**config.mk**
```make
export PLATFORM = sky130hd
export DESIGN_NAME = mult_arbiter
export DESIGN_NICKNAME = d
export VERILOG_FILES = /design/src/rtl/mult_arbiter.sv
export SDC_FILE = /design/constraint.sdc
export NUM_CORES = 1
export LEC_CHECK = 0
export CORE_AREA = 2 2 65 67
export CTS_BUF_LIST = sky130_fd_sc_hd__clkbuf_8 sky130_fd_sc_hd__clkbuf_16
export DETAILED_ROUTE_END_ITERATION = 6
export DIE_AREA = 0 0 67 69
export GPL_ROUTABILITY_DRIVEN = 0
export GPL_TIMING_DRIVEN = 0
export PLACE_DENSITY_LB_ADDON = 0.05
export SYNTH_ARGS = -nofsm -noshare
export SYNTH_HDL_FRONTEND = slang
export SYNTH_SLANG_ARGS = --single-unit
```
**constraint.sdc**
```tcl
create_clock -name clk -period 3.4 [get_ports clk]
set_input_delay 1.02 -clock clk [delete_from_list [all_inputs] [get_ports clk]]
set_output_delay 1.02 -clock clk [all_outputs]
set_load 0.05 [all_outputs]
```
**src/rtl/mult_arbiter.sv**
```systemverilog
// Arbitrates NUM_REQ requesters onto one shared 4x4 repeated-addition multiplier.
// Define MULT_ARB_FIXED_PRIORITY_EN for lowest-index-wins arbitration; round-robin otherwise.
module mult_arbiter #(
   parameter int NUM_REQ = 4
) (
   input  logic                       clk,
   input  logic                       rst_n,
   input  logic [NUM_REQ-1:0]         req_valid,
   output logic [NUM_REQ-1:0]         req_ready,
   input  logic [4*NUM_REQ-1:0]       req_a,
   input  logic [4*NUM_REQ-1:0]       req_b,
   output logic [NUM_REQ-1:0]         resp_valid,
   input  logic [NUM_REQ-1:0]         resp_ready,
   output logic [7:0]                 resp_data,
   output logic [$clog2(NUM_REQ)-1:0] resp_id,
   output logic [3:0]                 mul_in_a,
   output logic [3:0]                 mul_in_b,
   output logic                       mul_valid_in,
   input  logic                       mul_ready_out,
   input  logic [7:0]                 mul_out,
   input  logic                       mul_valid_out,
   output logic                       busy
);

   localparam int IdW = $clog2(NUM_REQ);

   localparam logic [1:0] StIdle  = 2'd0;
   localparam logic [1:0] StIssue = 2'd1;
   localparam logic [1:0] StWait  = 2'd2;
   localparam logic [1:0] StResp  = 2'd3;

   logic [1:0]     state_q, state_d;
   logic [3:0]     a_q, a_d;
   logic [3:0]     b_q, b_d;
   logic [IdW-1:0] id_q, id_d;
   logic [7:0]     result_q, result_d;

   logic           grant_found;
   logic [IdW-1:0] grant_idx;
   logic [3:0]     sel_a, sel_b;

`ifdef MULT_ARB_FIXED_PRIORITY_EN
   // Descending scan so the lowest valid index is the last (winning) assignment.
   always_comb begin
      grant_found = 1'b0;
      grant_idx   = '0;
      for (int i = NUM_REQ - 1; i >= 0; i--) begin
         if (req_valid[IdW'(i)]) begin
            grant_found = 1'b1;
            grant_idx   = IdW'(i);
         end
      end
   end
`else
   logic [IdW-1:0] rr_ptr_q, rr_ptr_d;

   always_comb begin
      grant_found = 1'b0;
      grant_idx   = '0;
      for (int i = 0; i < NUM_REQ; i++) begin
         int cand;
         cand = (int'(rr_ptr_q) + i) % NUM_REQ;
         if (!grant_found && req_valid[IdW'(cand)]) begin
            grant_found = 1'b1;
            grant_idx   = IdW'(cand);
         end
      end
   end

   always_comb begin
      rr_ptr_d = rr_ptr_q;
      if (state_q == StIdle && grant_found) begin
         rr_ptr_d = (grant_idx == IdW'(NUM_REQ - 1)) ? '0 : grant_idx + IdW'(1);
      end
   end

   always_ff @(posedge clk or negedge rst_n) begin
      if (!rst_n) begin
         rr_ptr_q <= '0;
      end else begin
         rr_ptr_q <= rr_ptr_d;
      end
   end
`endif

   always_comb begin
      sel_a = '0;
      sel_b = '0;
      for (int i = 0; i < NUM_REQ; i++) begin
         if (grant_idx == IdW'(i)) begin
            sel_a = req_a[4*i +: 4];
            sel_b = req_b[4*i +: 4];
         end
      end
   end

   always_comb begin
      state_d  = state_q;
      a_d      = a_q;
      b_d      = b_q;
      id_d     = id_q;
      result_d = result_q;
      case (state_q)
         StIdle: begin
            if (grant_found) begin
               a_d  = sel_a;
               b_d  = sel_b;
               id_d = grant_idx;
               // The multiplier never finishes b==0, so zero operands skip it entirely.
               if (sel_a == 4'd0 || sel_b == 4'd0) begin
                  result_d = '0;
                  state_d  = StResp;
               end else begin
                  state_d = StIssue;
               end
            end
         end
         StIssue: begin
            if (mul_ready_out) state_d = StWait;
         end
         StWait: begin
            if (mul_valid_out) begin
               result_d = mul_out;
               state_d  = StResp;
            end
         end
         StResp: begin
            if (resp_ready[id_q]) state_d = StIdle;
         end
         default: state_d = StIdle;
      endcase
   end

   always_ff @(posedge clk or negedge rst_n) begin
      if (!rst_n) begin
         state_q  <= StIdle;
         a_q      <= '0;
         b_q      <= '0;
         id_q     <= '0;
         result_q <= '0;
      end else begin
         state_q  <= state_d;
         a_q      <= a_d;
         b_q      <= b_d;
         id_q     <= id_d;
         result_q <= result_d;
      end
   end

   // Gated by rst_n so no requester sees an accept while reset is held.
   always_comb begin
      req_ready = '0;
      if (rst_n && state_q == StIdle && grant_found) req_ready[grant_idx] = 1'b1;
   end

   always_comb begin
      resp_valid = '0;
      if (state_q == StResp) resp_valid[id_q] = 1'b1;
   end

   assign resp_data    = result_q;
   assign resp_id      = id_q;
   assign mul_in_a     = a_q;
   assign mul_in_b     = b_q;
   assign mul_valid_in = (state_q == StIssue);
   assign busy         = (state_q != StIdle);

endmodule

```
==> results.txt, run 1 <==
IO Pins -> 80
vias post-DR -> 1,561
footprint of the multi-input gates -> 952 um^2
synth-to-layout area growth -> 79.4%
Combinational Power Share -> 0.716
Core ar. -> 3910 um^2
fill count -> 308
CP Launch Type -> primary input
hold wc startpoint -> mul_in_b[3]
DRT iter0 DRCs -> 98
transition time of the tightest slew-check pin -> 652 ps
first-pass GRT wire length -> 7530 um
Setup crit end kind -> primary output
Inst Count DP -> 289
hold buffers post-CTS -> 0
Synth Area per Inst -> 9.08 um^2
register area -> 551 um^2
die area -> 4620 um^2
syn_nets -> 221
synth top area cells -> dfrtp_1 (38%), nand2_1 (10%), ha_1 (7.8%)
Site Rows -> 23
Clock Latency Late Sink -> 260 ps
pwr dens -> 986 nW/um^2
Synth Instances -> 160
input/output buffers -> 79
# setup viols final -> 1
Max Freq -> 0.293 GHz
Max Used Layer -> met4
total CTS buffers -> 3
Overall Global Routing Usage -> 0.207
worst hold margin -> 481 ps
Die Y -> 69 um
WP data arrival -> 2390 ps
Worst Skew -> 4.10 ps
status -> finished with violations
NetSw -> 1.24 mW
post-synth cell types -> 35
CTS max path bufs -> 2
fin crit share -> 1.00
slew margin rel. -> 0.565
TritonCTS clock tree -> done
crit path launch -> req_valid[2]
area share of the largest cell type after synthesis -> 0.379
RR Startpoint -> rr_ptr_q[1]
Final Power -> 2.57 mW
Pre-Repair DR Iteration Count -> 4
DP Area -> 2320 um^2
critical path required time -> 2380 ps
diode count -> 0
met2 wire len -> 2450 um
sequential power share -> 0.189
routed length per instance -> 15.1 um
Max Cap Viol -> 0
Final HPWL DP -> 3430 um
register clock-pin slew on the reported worst setup and hold paths -> 90 ps
RSZ-0062 raised after global routing -> true
async set-reset flop share out of synthesis -> 1.00
Placement Setup Slack -> -1380 ps
Net Sw Frac -> 0.483
Min-Delay Endpoint -> mul_in_b[3]
number of global-route vias before repair -> 1,621
largest net degree at the start of global routing -> 27
Final Cell Area -> 2610 um^2
Slew Limit Fails -> 0
fraction of layout cells with a size suffix above 1 -> 0.233
non-filler cells, final -> 303
R2R Setup Slk -> 330 ps
failing checks -> negative setup slack
Worst Hold Class -> flop to flop
Post-Route Setup TNS -> -13.8 ps
Pleak -> 1.12 nW
hold depth -> 2
commonest register cell after synthesis -> dfrtp_1
reg2reg path depth -> 12
Yosys reg bits -> 22
CTS sink cnt -> 22
crit-path max FO -> 5
Post-synth EDFFs -> 0
Cell Int Power -> 1.33 mW
r2r endpoint -> resp_data[4]
sequential area share after synthesis -> 0.379
H-Tree Level Count -> 1
met3 wire length -> 308 um
Final Util -> 0.666
area leader, netlist -> dfrtp_1
grt total ovfl -> 0
worst setup margin -> -13.8 ps
nets@finish -> 315
Synth Warn # -> 0
final WL -> 4580 um
via-per-instance ratio -> 5.15
number of remaining DRC errors -> 0
CTS root buf -> clkbuf_8
initial antenna violation count -> 0
post-route ant nets -> 0
Mapped Area -> 1450 um^2
VDD IR max -> 0.000480 V
final hold violation count -> 0
Starting Density -> 0.371
Clock Power Share -> 0.096
DIE WIDTH -> 67 um
critical path type -> primary input to primary output
M1 wire length -> 1790 um
min Tclk post-route -> 3410 ps
## critical path: stages
cell      delay [ps]
buf_4            130
nand2b_1          80
a21oi_2           60
a211oi_2         250
and2_4           220
buf_6            110
ha_4             180
and3_4           200
buf_8            140
## what timing repair did
action	CTS	global route
gates resized for setup	73	9
setup buffers	8	4
pin swaps	8	1
setup endpoints to repair	13	12
## cell families (layout without fill, tap and decap cells)
kind of cell,Yosys count,in the layout,share of synthesized area
simple gates,69,69,0.217
compound gates,41,41,0.239
flops,22,22,0.379
buf+inv,13,106,0.0353
fa+ha+maj,9,9,0.0775
mux,6,6,0.0525
## power groups by stage
stage / Clock, mW / Combinational [mW] / Sequential [mW]
after global placement: 0 / 1.59 / 0.475
after global routing: 0.266 / 1.98 / 0.505
after floorplan: 0 / 0.835 / 0.792
after detailed placement: 0 / 1.63 / 0.486
final: 0.246 / 1.84 / 0.485
after CTS: 0.251 / 1.79 / 0.483
## worst max-delay path by stage
stage | endpoint | slack [ps] | cells after the start
2_1_floorplan | req_ready[2] | -20 | 6
5_1_grt | resp_data[4] | -60 | 12
6_report | req_ready[3] | -10 | 9
3_5_place_dp | req_ready[1] | -1380 | 10
3_3_place_gp | req_ready[1] | -1310 | 10
4_1_cts | req_ready[1] | -7 | 9
## flip-flops by register name, summed over array words and instances (netlist names)
signal     count
resp_data      8
rr_ptr_q       2
state_q        2
mul_in_b       4
mul_in_a       4
resp_id        2
## cell usage in the layout, fill, tap and decap left out, types with 2 or more instances in the layout
master           instances
dfrtp_1                 22
inv_1                    6
nand3_1                  6
nor2_2                   2
a21oi_2                  2
clkdlybuf4s15_2          2
and3_4                   3
a22o_1                  11
and3_1                   2
inv_2                    2
nand2_1                 38
clkbuf_2                 2
nand2b_4                 2
mux2i_1                  2
buf_4                   10
mux2_2                   3
clkbuf_8                 3
clkdlybuf4s50_1         70
o22ai_1                  3
buf_8                    4
nand3b_1                 3
nor2_1                   6
nand2_2                  2
o211ai_1                 6
buf_6                    4
a31oi_1                  2
a21oi_1                  2
o22a_2                   4
o21ai_0                  3
ha_1                     5
ha_4                     4
## Yosys cell counts (2+ instances only)
master,number
nand2_1,40
dfrtp_1,22
a22o_1,11
ha_1,9
inv_1,8
nor2_1,8
nand3_1,6
o211ai_1,6
a21oi_1,4
and3_1,4
o21ai_0,4
o22a_2,4
mux2_2,3
nand3b_1,3
o22ai_1,3
a31oi_1,2
buf_2,2
clkbuf_1,2
mux2i_1,2
nand2b_1,2
## per-layer routing
layer  up-vias  track usage
li1        760            -
met1       731        0.242
met2        68        0.381
met3         2       0.0277
met4         0       0.0567
met5         -            0
## final cells by class
type | count | area share
multi-input combinational | 125 | 0.365
inverter | 9 | 0.0139
timing repair buffer | 91 | 0.352
sequential | 22 | 0.211
clock inverter | 1 | 0.0115
tap | 50 | 0.0240
clock buffer | 3 | 0.0158
buffer | 2 | 0.00624
Note: power is estimated with default switching activity, not from simulation.
==> inputs of run 2 (changes only) <==
--- a/config.mk
+++ b/config.mk
@@ -7,6 +7,7 @@
 export LEC_CHECK = 0
 export CORE_AREA = 2 2 65 67
 export CTS_BUF_LIST = sky130_fd_sc_hd__clkbuf_8 sky130_fd_sc_hd__clkbuf_16
+export CTS_CLUSTER_DIAMETER = 120
 export DETAILED_ROUTE_END_ITERATION = 6
 export DIE_AREA = 0 0 67 69
 export GPL_ROUTABILITY_DRIVEN = 0
==> constraint.sdc (replaced) <==
create_clock -name clk -period 3.4 [get_ports clk]
set_input_delay 1.02 -clock clk [delete_from_list [all_inputs] [get_ports clk]]
set_output_delay 1.02 -clock clk [all_outputs]
set_load 0.01 [all_outputs]
==> results.txt, run 2 (synthesis results as in run 1) <==
status -> finished with violations
failing checks -> negative setup slack
routed length per instance -> 14.5 um
slew margin rel. -> 0.570
Clock Power Share -> 0.107
Die Y -> 69 um
Cell Int Power -> 1.42 mW
DP Area -> 2320 um^2
crit path launch -> req_valid[2]
worst setup margin -> -29.1 ps
Final Cell Area -> 2660 um^2
Final Util -> 0.679
R2R Setup Slk -> 280 ps
NetSw -> 0.906 mW
fraction of layout cells with a size suffix above 1 -> 0.265
number of remaining DRC errors -> 0
post-route ant nets -> 0
# setup viols final -> 9
nets@finish -> 326
r2r endpoint -> resp_data[7]
synth-to-layout area growth -> 82.9%
DRT iter0 DRCs -> 54
Final HPWL DP -> 3260 um
largest net degree at the start of global routing -> 27
vias post-DR -> 1,627
Final Power -> 2.33 mW
TritonCTS clock tree -> done
CTS sink cnt -> 22
Slew Limit Fails -> 0
critical path required time -> 3560 ps
critical path type -> primary input to flop
RR Startpoint -> rr_ptr_q[0]
Site Rows -> 23
Max Freq -> 0.292 GHz
die area -> 4620 um^2
via-per-instance ratio -> 5.18
total CTS buffers -> 3
grt total ovfl -> 0
first-pass GRT wire length -> 7260 um
fill count -> 314
Core ar. -> 3910 um^2
CTS max path bufs -> 2
final hold violation count -> 0
diode count -> 0
reg2reg path depth -> 12
commonest non-fill, non-tap cells in the layout -> clkdlybuf4s50_1 (70), nand2_1 (38), dfrtp_1 (22)
transition time of the tightest slew-check pin -> 645 ps
RSZ-0062 raised after global routing -> true
Placement Setup Slack -> -1080 ps
commonest non-fill, non-tap cell in the layout -> clkdlybuf4s50_1
input/output buffers -> 79
Pre-Repair DR Iteration Count -> 4
VDD IR max -> 0.000421 V
sequential power share -> 0.210
IO Pins -> 80
Worst Hold Class -> flop to flop
fin crit share -> 1.01
crit-path max FO -> 8
Starting Density -> 0.371
Max Cap Viol -> 0
Critical Path End -> resp_data[7]
WP data arrival -> 3590 ps
min Tclk post-route -> 3430 ps
pwr dens -> 876 nW/um^2
DIE WIDTH -> 67 um
Clock Latency Late Sink -> 260 ps
H-Tree Level Count -> 1
Combinational Power Share -> 0.683
Overall Global Routing Usage -> 0.197
Worst Skew -> 2.04 ps
Largest register FFs -> 8
Pleak -> 1.17 nW
number of global-route vias before repair -> 1,589
register clock-pin slew on the reported worst setup and hold paths -> 90 ps
worst hold margin -> 481 ps
initial antenna violation count -> 0
Net Sw Frac -> 0.389
CTS root buf -> clkbuf_8
CP Launch Type -> primary input
final WL -> 4560 um
Setup crit end kind -> flop
==> run 2: power groups by stage <==
| stage | Sequential [mW] | Combinational, mW | Clock, mW |
|---|---|---|---|
| after floorplan | 0.515 | 0.745 | 0 |
| after global placement | 0.475 | 1.22 | 0 |
| after detailed placement | 0.486 | 1.26 | 0 |
| after CTS | 0.485 | 1.54 | 0.254 |
| after global routing | 0.506 | 1.71 | 0.266 |
| final | 0.488 | 1.59 | 0.250 |
==> run 2: area by class of cell <==
class	count	area (um^2)	area share
flip-flops and latches	22	551	0.207
clock buffers	3	41.3	0.0155
plain buffers	3	30.0	0.0113
clock inverters	1	30.0	0.0113
multi-input cells	125	936	0.352
well taps	50	62.6	0.0235
repair buffers	101	968	0.364
inverters	9	38.8	0.0146
==> run 2: metrics by stage <==
| stage | std cells | setup TNS, ps |
|---|---|---|
| final | 314 | -171 |
| after floorplan | 160 | 0 |
| after CTS | 312 | -6.56 |
| after global routing | 314 | -708 |
| after global placement | 289 | -9740 |
| after detailed placement | 289 | -11260 |
==> run 2: repair_timing <==
item,4_1_cts,5_1_grt
setup endpoints to repair,13,11
pin swaps,17,8
hold buffers,0,0
setup buffers,20,2
gates resized for setup,64,5
==> run 2: routing by layer <==
metal	share of wire	routed length [um]	vias to the layer above	GRT usage
met5	0	0	-	0
met1	0.40	1830	776	0.240
met3	0.073	332	2	0.0277
met4	0.0072	33	0	0.0590
li1	-	-	778	-
met2	0.52	2370	71	0.350
==> run 2: critical path: stages <==
cell,delay (ps)
buf_2,120
nand2_2,70
nor2_2,40
a211oi_2,240
and2_4,210
inv_4,50
ha_4,170
buf_6,120
nor2_4,150
o211ai_1,130
a22o_1,280
o32a_4,390
a211o_4,370
a22o_1,210
==> run 2: worst min path at each step <==
stage                      startpoint           to  cells after the start
after floorplan           mul_in_a[0]  mul_in_a[0]                      2
after global placement    mul_in_b[2]  mul_in_b[2]                      2
after detailed placement  mul_in_b[3]  mul_in_b[3]                      2
after CTS                 mul_in_b[3]  mul_in_b[3]                      2
after global routing      mul_in_b[2]  mul_in_b[2]                      2
final                     mul_in_b[3]  mul_in_b[3]                      2
